## src/rtl/uart_tx_fifo_if.sv

```systemverilog
// Byte-in / serial-out bundle between a producer and the UART transmitter.
interface uart_tx_fifo_if;
    logic [7:0] din;
    logic       din_valid;
    logic       tx;
    logic       tx_busy;
    logic       tx_active;
    logic       overflow;

    modport master (output din, din_valid, input tx, tx_busy, tx_active, overflow);
    modport slave  (input din, din_valid, output tx, tx_busy, tx_active, overflow);
endinterface

```

## src/rtl/uart_tx_fifo.sv

```systemverilog
// Byte FIFO feeding an 8N1 serial transmitter; tx falls two edges after a push into an idle, empty block.
// tx_busy warns the producer early; a push into a full FIFO is dropped and latches overflow.
module uart_tx_fifo #(
    parameter int CLK_FREQ    = 50_000_000,
    parameter int BAUD_RATE   = 115200,
    parameter int FIFO_DEPTH  = 16,
    parameter int BUSY_MARGIN = 2
) (
    input  logic          clk,
    input  logic          rst_n,
    uart_tx_fifo_if.slave bus
);
    localparam int DIV    = CLK_FREQ / BAUD_RATE;
    localparam int PTR_W  = $clog2(FIFO_DEPTH);
    localparam int CNT_W  = $clog2(FIFO_DEPTH + 1);
    localparam int BAUD_W = $clog2(DIV);

    localparam logic [CNT_W-1:0]  FULL      = CNT_W'(FIFO_DEPTH);
    localparam logic [CNT_W-1:0]  BUSY_AT   = CNT_W'(FIFO_DEPTH - BUSY_MARGIN);
    localparam logic [BAUD_W-1:0] BAUD_LAST = BAUD_W'(DIV - 1);

    typedef enum logic [1:0] {IDLE, START, DATA, STOP} state_t;

    logic [7:0]       mem [FIFO_DEPTH];
    logic [PTR_W-1:0] wr_ptr, rd_ptr;
    logic [CNT_W-1:0] count;
    logic             push, pop, overflow_q;

    state_t           state, state_n;
    logic [BAUD_W-1:0] baud_cnt, baud_n;
    logic [2:0]       bit_idx, bit_n;
    logic [7:0]       shift, shift_n;
    logic             tx_q, tx_n, baud_wrap;

    assign push          = bus.din_valid && (count != FULL);
    assign baud_wrap     = (baud_cnt == BAUD_LAST);
    assign bus.tx        = tx_q;
    assign bus.tx_busy   = (count >= BUSY_AT);
    assign bus.tx_active = (state != IDLE);
    assign bus.overflow  = overflow_q;

    always_ff @(posedge clk) begin
        if (push) mem[wr_ptr] <= bus.din;
    end

    always_ff @(posedge clk or negedge rst_n) begin
        if (!rst_n) begin
            wr_ptr     <= '0;
            rd_ptr     <= '0;
            count      <= '0;
            overflow_q <= 1'b0;
        end else begin
            if (push) wr_ptr <= wr_ptr + 1'b1;
            if (pop)  rd_ptr <= rd_ptr + 1'b1;
            if (push && !pop)      count <= count + 1'b1;
            else if (pop && !push) count <= count - 1'b1;
            // a pop in the same cycle does not make room for a push into a full FIFO
            if (bus.din_valid && count == FULL) overflow_q <= 1'b1;
        end
    end

    always_ff @(posedge clk or negedge rst_n) begin
        if (!rst_n) begin
            state    <= IDLE;
            baud_cnt <= '0;
            bit_idx  <= '0;
            shift    <= '0;
            tx_q     <= 1'b1;
        end else begin
            state    <= state_n;
            baud_cnt <= baud_n;
            bit_idx  <= bit_n;
            shift    <= shift_n;
            tx_q     <= tx_n;
        end
    end

    // tx is registered from the current state, so the line lags the FSM by one cycle
    always_comb begin
        state_n = state;
        baud_n  = baud_wrap ? '0 : baud_cnt + 1'b1;
        bit_n   = bit_idx;
        shift_n = shift;
        pop     = 1'b0;
        tx_n    = 1'b1;
        case (state)
            IDLE: begin
                baud_n = '0;
                bit_n  = '0;
                if (count != '0) begin
                    pop     = 1'b1;
                    shift_n = mem[rd_ptr];
                    state_n = START;
                end
            end
            START: begin
                tx_n = 1'b0;
                if (baud_wrap) begin
                    bit_n   = '0;
                    state_n = DATA;
                end
            end
            DATA: begin
                tx_n = shift[bit_idx];
                if (baud_wrap) begin
                    if (bit_idx == 3'd7) state_n = STOP;
                    else                 bit_n   = bit_idx + 1'b1;
                end
            end
            STOP: begin
                if (baud_wrap) begin
                    if (count != '0) begin
                        pop     = 1'b1;
                        shift_n = mem[rd_ptr];
                        bit_n   = '0;
                        state_n = START;
                    end else begin
                        state_n = IDLE;
                    end
                end
            end
            default: state_n = IDLE;
        endcase
    end
endmodule
```

## src/flat_wrapper.sv

```systemverilog
// flat-port wrapper written by rule: the top's interface ports become plain ports
module uart_tx_fifo_flat 
#(
    parameter int CLK_FREQ    = 50_000_000,
    parameter int BAUD_RATE   = 115200,
    parameter int FIFO_DEPTH  = 16,
    parameter int BUSY_MARGIN = 2
)
  (clk, rst_n, bus_din, bus_din_valid, bus_tx, bus_tx_busy, bus_tx_active, bus_overflow);
  uart_tx_fifo_if bus_i ();
  input  logic clk;
  input  logic rst_n;
  input wire logic [$bits(bus_i.din)-1:0] bus_din;
  input wire logic [$bits(bus_i.din_valid)-1:0] bus_din_valid;
  output wire logic [$bits(bus_i.tx)-1:0] bus_tx;
  output wire logic [$bits(bus_i.tx_busy)-1:0] bus_tx_busy;
  output wire logic [$bits(bus_i.tx_active)-1:0] bus_tx_active;
  output wire logic [$bits(bus_i.overflow)-1:0] bus_overflow;
  assign bus_i.din = bus_din;
  assign bus_i.din_valid = bus_din_valid;
  assign bus_tx = bus_i.tx;
  assign bus_tx_busy = bus_i.tx_busy;
  assign bus_tx_active = bus_i.tx_active;
  assign bus_overflow = bus_i.overflow;
  uart_tx_fifo #(.CLK_FREQ(CLK_FREQ), .BAUD_RATE(BAUD_RATE), .FIFO_DEPTH(FIFO_DEPTH), .BUSY_MARGIN(BUSY_MARGIN)) u_core (.clk(clk), .rst_n(rst_n), .bus(bus_i));
endmodule
```

## config.mk

```make
export PLATFORM = sky130hd
export DESIGN_NAME = uart_tx_fifo_flat
export DESIGN_NICKNAME = d
export VERILOG_FILES = /design/src/rtl/uart_tx_fifo_if.sv /design/src/rtl/uart_tx_fifo.sv /design/src/flat_wrapper.sv
export SDC_FILE = /design/constraint.sdc
export NUM_CORES = 1
export LEC_CHECK = 0
export ABC_CLOCK_PERIOD_IN_PS = 4600
export CELL_PAD_IN_SITES_DETAIL_PLACEMENT = 1
export CELL_PAD_IN_SITES_GLOBAL_PLACEMENT = 2
export CORE_MARGIN = 2
export CORE_UTILIZATION = 51
export DETAILED_ROUTE_END_ITERATION = 7
export PLACE_DENSITY = 0.83
export SYNTH_ARGS = -nofsm -noshare
export SYNTH_HDL_FRONTEND = slang
export SYNTH_SLANG_ARGS = --single-unit
```

## constraint.sdc

```tcl
create_clock -name clk -period 4.6 [get_ports clk]
set_input_delay 0.69 -clock clk [delete_from_list [all_inputs] [get_ports clk]]
set_output_delay 0.69 -clock clk [all_outputs]
set_load 0.02 [all_outputs]
```

Word level (Yosys, flattened, before mapping)
Memories as Yosys holds them, arrays and structs flattened. Index checks and enable logic that the tools add are counted.

Bits in registers: 37. Memory bits (writable): 128. Memories kept: 1.

Memory list: u_core.mem (words 16, width 8, rd ports 1, clocked after memory_dff 0, write ports 1, RTL line uart_tx_fifo.sv:24) `logic [7:0] mem [FIFO_DEPTH];`.

Add/subtract/negate cells: 6. Magnitude comparators: 2. Equality and inequality tests: 14. Muxes and demuxes: 28. Reductions and logical operators: 14.

Operator list (count): 2-to-1 mux 9 bit (2); 2-to-1 mux 8 bit (2); case mux 8 bit (2 select lines) (1); 2-to-1 mux 3 bit (5); != test 2 x 1 -> 1 bit, second input constant (6); case mux 3 bit (4 select lines) (1); 2-to-1 mux 2 bit (5); 2-to-1 mux 5 bit (2); AND reduction 5 bit (2); adder 9 x 1 -> 9 bit, second input constant (1); equality test 9 bit, second input constant (1); adder 4 x 1 -> 4 bit, second input constant (2); case mux 2 bit (4 select lines) (1); 2-to-1 mux 1 bit (6); nonzero test 2 bit (3); adder 5 x 1 -> 5 bit, second input constant (1); equality test 5 bit, second input constant (1); greater-or-equal comparator 5 x 4 -> 1 bit, second input constant (1); != test 5 bit, second input constant (1); nonzero test 5 bit (1); subtractor 5 x 1 -> 5 bit, second input constant (1); equality test 2 bit, second input constant (2); logical AND 1 bit (4); < comparator 3 x 4 -> 1 bit, second input constant (1); other kinds (9) (11).

Depth between registers and ports, before layout
Depth after elaboration: 7. Gate-level depth with buffers: 14.

Worst setup path before layout
OpenSTA, ideal clock, no wires.

Path kind: register to register. Start point: reg u_core.count[1]. End point: reg u_core.count[4]. Arrival time: 2477 ps. Data required time: 4474 ps. Setup slack: 1997 ps. Stages on the path, launching flop included: 13. Path buffers: 0. Cells stage by stage: dfrtp_1 nor4_2 and2b_2 nor3_2 inv_1 ha_1 inv_1 fa_1 a21o_1 a21oi_1 xnor2_1 nor2_1 xor2_1.

Cells in the longest elaborated chain, start to end: 7.

RTL lines: from (decl) (RTL line uart_tx_fifo.sv:26) `logic [CNT_W-1:0] count;`; from (signal assigned) (RTL line uart_tx_fifo.sv:55) `if (push && !pop) count <= count + 1'b1;`; from (signal assigned) (RTL line uart_tx_fifo.sv:56) `else if (pop && !push) count <= count - 1'b1;`; nonzero test 5 bit (RTL line uart_tx_fifo.sv:90, uart_tx_fifo.sv:112); 2-to-1 mux 1 bit (RTL line uart_tx_fifo.sv:90, uart_tx_fifo.sv:112); 2-to-1 mux 1 bit (RTL line uart_tx_fifo.sv:111) `if (baud_wrap) begin`; case mux 1 bit (2 select lines) (RTL line uart_tx_fifo.sv:86) `case (state)`; logical NOT 1 bit (RTL line uart_tx_fifo.sv:55); logical AND 1 bit (RTL line uart_tx_fifo.sv:55); 2-to-1 mux 5 bit / nonzero test 2 bit (equally long branches).

Parallel ways exist; a longest one is shown, timed or not. The select of a mux whose other input is x is not followed. A chain may end at the register's enable or synchronous reset.

Final worst setup path
Start point: reg u_core.state[0]. End point: reg u_core.count[4].

Cells in the longest elaborated chain, start to end: 5.

RTL lines: from (decl) (RTL line uart_tx_fifo.sv:29) `state_t state, state_n;`; from (signal assigned) (RTL line uart_tx_fifo.sv:70) `state <= state_n;`; equality test 2 bit / logical NOT 2 bit (equally long branches) (RTL line uart_tx_fifo.sv:86); case mux 1 bit (2 select lines) * (RTL line uart_tx_fifo.sv:86); logical NOT 1 bit (RTL line uart_tx_fifo.sv:55); logical AND 1 bit (RTL line uart_tx_fifo.sv:55); 2-to-1 mux 5 bit / nonzero test 2 bit (equally long branches).

Every way passes the cells marked *; elsewhere a longest branch is shown, timed or not.

==> results.md <==
- Run status: complete, no violations
- Hold/Removal Path Class: primary input to asynchronous set/reset pin
- Congestion Overflow GR: 0
- Worst-case vdd ir drop: 0.000299 V
- Clk_skew: 0.00818 ns
- Transition time of the tightest slew-check pin: 1.24 ns
- Placement row count: 42
- Number of buffer and inverter stages on the critical path: 3
- Setup repair after global routing missed its margin: false
- Clock transition time at the flip-flop clock pins of the worst setup and hold paths: 0.06 ns
- Ordered cell list for the critical path: inv_1 > ha_1 > nor3_2 > inv_1 > ha_1 > inv_1 > ha_1 > a21o_1 > a21oi_1 > xnor2_1 > nor2_1 > xor2_1
- Number of distinct standard cells referenced by the synthesized netlist: 45
- Most frequent cells after synthesis: sky130_fd_sc_hd__edfxtp_1 (128), sky130_fd_sc_hd__dfrtp_1 (36), sky130_fd_sc_hd__mux4_2 (34)
- Power density cells: 646 nW/µm²
- Sum Neg Setup Slack: 0 ns
- Die width: 120 µm
- Master cell of the clock root buffer: sky130_fd_sc_hd__clkbuf_16
- CTS buffer count: 17
- Slowest cell on the critical path: sky130_fd_sc_hd__dfrtp_1
- Chip Height: 120 µm
- Number of synthesized flops with an enable pin: 128
- Count of pins on the block boundary: 15
- Clock share of power: 0.272
- Remaining antenna violation count: 0
- Per-instance average area after synthesis: 17.6 µm²
- Filler cell count: 1165
- GRT Overall Usage: 0.207
- Total count of hold-check failures in the final report: 0
- Int Pwr: 0.00340 W
- Worst Path Required: 4.90 ns
- Setup CP Type: flip-flop to flip-flop
- Number of buffers between clock root and the deepest sink: 2
- RD Place Congestion: 0.742
- Clock tree from TritonCTS: built
- Antenna violations before repair: 0
- Main area contributors after synthesis: sky130_fd_sc_hd__edfxtp_1 (56%), sky130_fd_sc_hd__dfrtp_1 (13%), sky130_fd_sc_hd__mux4_2 (11%)
- Vias in the first global route: 3700
- Kind of end point of the critical path: flip-flop
- Global-route wire length before repair: 21700 µm
- Startpoint Class: flip-flop
- Synth top area share: 0.559
- Post-route clock period utilization: 0.628
- Fraction of power spent switching nets: 0.323
- Most used flip-flop cell after synthesis: sky130_fd_sc_hd__edfxtp_1
- Ant diodes: 0
- Net count after synthesis: 420
- Count leader, synth: sky130_fd_sc_hd__edfxtp_1
- Initial core utilization: 0.522
- Vias per std cell: 5.74
- Latest clock arrival within the worst-skew pair: 0.42 ns
- Max Cap Violations: 0
- Post-CTS setup-driven buffer insertion count: 0
- CTS H-Tree Depth: 4
- Pin count of the biggest net entering global routing: 38
- Static leakage power: 2.75 nW
- Critical Path Fanout Max: 5
- Final wirelength: 13500 µm
- Sequential share of power: 0.435
- Dpl hpwl: 8730 µm
- Data arrival time of the critical path: 3.19 ns
- Final-stage net count: 442
- Iteration count of the initial detailed-routing pass: 4
- Power dissipated by switching net loads: 0.00162 W
- Max-slew headroom: 0.168
- Synth async-reset ratio: 0.224
- Syn Std Cell Area: 6880 µm²
- Fraction of the yosys area taken by sequential cells: 0.693
- Number of setup violations in the final report: 0
- Die Area: 14400 µm²
- Total of flip-flops plus latches after synthesis: 165
- Layout overhead on the synthesized area: 12.9%
- Count of input and output buffers: 14
- Proportion of layout cells with a drive suffix above 1: 0.195
- YS warnings: 0
- Utilization after layout: 0.589
- Num Clock Sinks: 165
- Highest clock rate: 346 MHz
- Cell count after synthesis: 390
- Cell taking the most area after synthesis: sky130_fd_sc_hd__edfxtp_1
- DRC violation count after routing: 0
- Post-detailed-route wirelength per cell: 22.4 µm
- Combinational fraction of design power: 0.293
- PostCTS Resize Cnt: 0
- Stage delay of the slowest cell on the critical path: 0.42 ns
- Count of vias placed by the detailed router: 3448
- Cell family contributing the most delay on the critical path: adder cells
- Hold bufs inserted after CTS: 0
- Core Region: 13200 µm²
- Minimum clock period after layout: 2.89 ns
- DRC violation total after the first TritonRoute iteration: 282
- Max-slew violation count: 0
[power groups by stage]
stage	logic, W	clock network [W]	registers [W]
finish	0.00147	0.00137	0.00218
global route	0.00163	0.00144	0.00223
CTS	0.00150	0.00139	0.00219
detailed placement	0.00148	0	0.00222
global placement	0.00143	0	0.00220
floorplan	0.00124	0	0.00202
[kinds of logic after synthesis]
group / count (synthesis) / share of synthesized area
DFF: 165 / 0.693
and+or+nand+nor: 85 / 0.0611
muxes: 55 / 0.142
AOI/OAI and AO/OA: 26 / 0.0304
buffers and inverters: 22 / 0.0144
adders and majority gates: 19 / 0.0356
xor gates and xnor gates: 18 / 0.0229
[worst reg2reg max path: stages (launching register included)]
cell                      delay (ns)
sky130_fd_sc_hd__dfrtp_1        0.42
sky130_fd_sc_hd__inv_1          0.11
sky130_fd_sc_hd__ha_1           0.38
sky130_fd_sc_hd__nor3_2         0.38
sky130_fd_sc_hd__inv_1          0.12
sky130_fd_sc_hd__ha_1           0.25
sky130_fd_sc_hd__inv_1          0.13
sky130_fd_sc_hd__ha_1           0.29
sky130_fd_sc_hd__a21o_1         0.19
sky130_fd_sc_hd__a21oi_1        0.17
sky130_fd_sc_hd__xnor2_1        0.13
sky130_fd_sc_hd__nor2_1         0.06
sky130_fd_sc_hd__xor2_1         0.14
[state kept, by name (all words and copies together) (netlist names), 2 cells and up]
signal           flops
u_core.baud_cnt      9
u_core.bit_idx       3
u_core.count         5
u_core.mem         128
u_core.rd_ptr        4
u_core.shift         8
u_core.state         2
u_core.wr_ptr        4
[cell type report]
type                       count  area, µm²  share of cell area
clock buffer                  21        460              0.0592
clock inverter                11        118              0.0151
inverter                       8       30.0             0.00386
multi-input combinational    203       2010               0.259
sequential                   165       4770               0.614
tap                          176        220              0.0283
timing repair buffer          17        158              0.0203
[final timing paths]
kind / start / slack (ns) / end / cells after the start
worst max-delay path: u_core.state[0]$_DFFE_PN0P_ / 1.71 / u_core.count[4]$_DFFE_PN0P_ / 12
worst min-delay path: rst_n / 0.39 / u_core.state[1]$_DFFE_PN0P_ / 1
worst max register to register: u_core.state[0]$_DFFE_PN0P_ / 1.71 / u_core.count[4]$_DFFE_PN0P_ / 12
worst min register to register: u_core.bus.overflow$_DFFE_PN0P_ / 0.47 / u_core.bus.overflow$_DFFE_PN0P_ / 1
max in group asynchronous: rst_n / 3.61 / u_core.rd_ptr[3]$_DFFE_PN0P_ / 1
min in group clk: u_core.bus.overflow$_DFFE_PN0P_ / 0.47 / u_core.bus.overflow$_DFFE_PN0P_ / 1
[layout by cell type (no fill, tap or decap), types with 3 or more instances in the layout]
cell / netlist / layout
sky130_fd_sc_hd__clkbuf_16: 0 / 17
sky130_fd_sc_hd__o21ai_0: 3 / 3
sky130_fd_sc_hd__inv_1: 8 / 8
sky130_fd_sc_hd__buf_4: 3 / 3
sky130_fd_sc_hd__mux4_2: 34 / 34
sky130_fd_sc_hd__clkinv_4: 0 / 4
sky130_fd_sc_hd__dfrtp_1: 36 / 34
sky130_fd_sc_hd__mux2i_1: 18 / 18
sky130_fd_sc_hd__and3_1: 3 / 3
sky130_fd_sc_hd__edfxtp_1: 128 / 128
sky130_fd_sc_hd__ha_1: 18 / 18
sky130_fd_sc_hd__xor2_1: 5 / 5
sky130_fd_sc_hd__inv_6: 0 / 3
sky130_fd_sc_hd__nor2_1: 26 / 26
sky130_fd_sc_hd__o221ai_1: 8 / 8
sky130_fd_sc_hd__a21oi_1: 3 / 3
sky130_fd_sc_hd__nor3_1: 5 / 5
sky130_fd_sc_hd__nand2_1: 28 / 28
sky130_fd_sc_hd__clkdlybuf4s50_1: 0 / 13
sky130_fd_sc_hd__xnor2_1: 13 / 13
sky130_fd_sc_hd__nand3_1: 7 / 7
[metrics by stage]
stage | setup WS [ns] | instance area (µm²) | hold WS (ns) | instances | total power (W)
CTS | 1.67 | 7770 | 0.421 | 601 | 0.00508
finish | 1.71 | 7770 | 0.394 | 601 | 0.00502
global placement | 1.45 | 7190 | 0.453 | 569 | 0.00364
detailed placement | 1.39 | 7190 | 0.459 | 569 | 0.00370
floorplan | 2.00 | 6880 | 0.394 | 390 | 0.00326
global route | 1.47 | 7770 | 0.453 | 601 | 0.00530
[per-layer routing]
metal | share of wire | global-route usage | up-vias | wire [µm]
met5 | 0 | 0 | - | 0
met4 | 0.011 | 0.0831 | 0 | 152
met3 | 0.060 | 0.0394 | 14 | 812
met2 | 0.50 | 0.322 | 82 | 6750
met1 | 0.43 | 0.291 | 1792 | 5760
li1 | - | - | 1560 | -
Note: power is estimated with default switching activity, not from simulation.
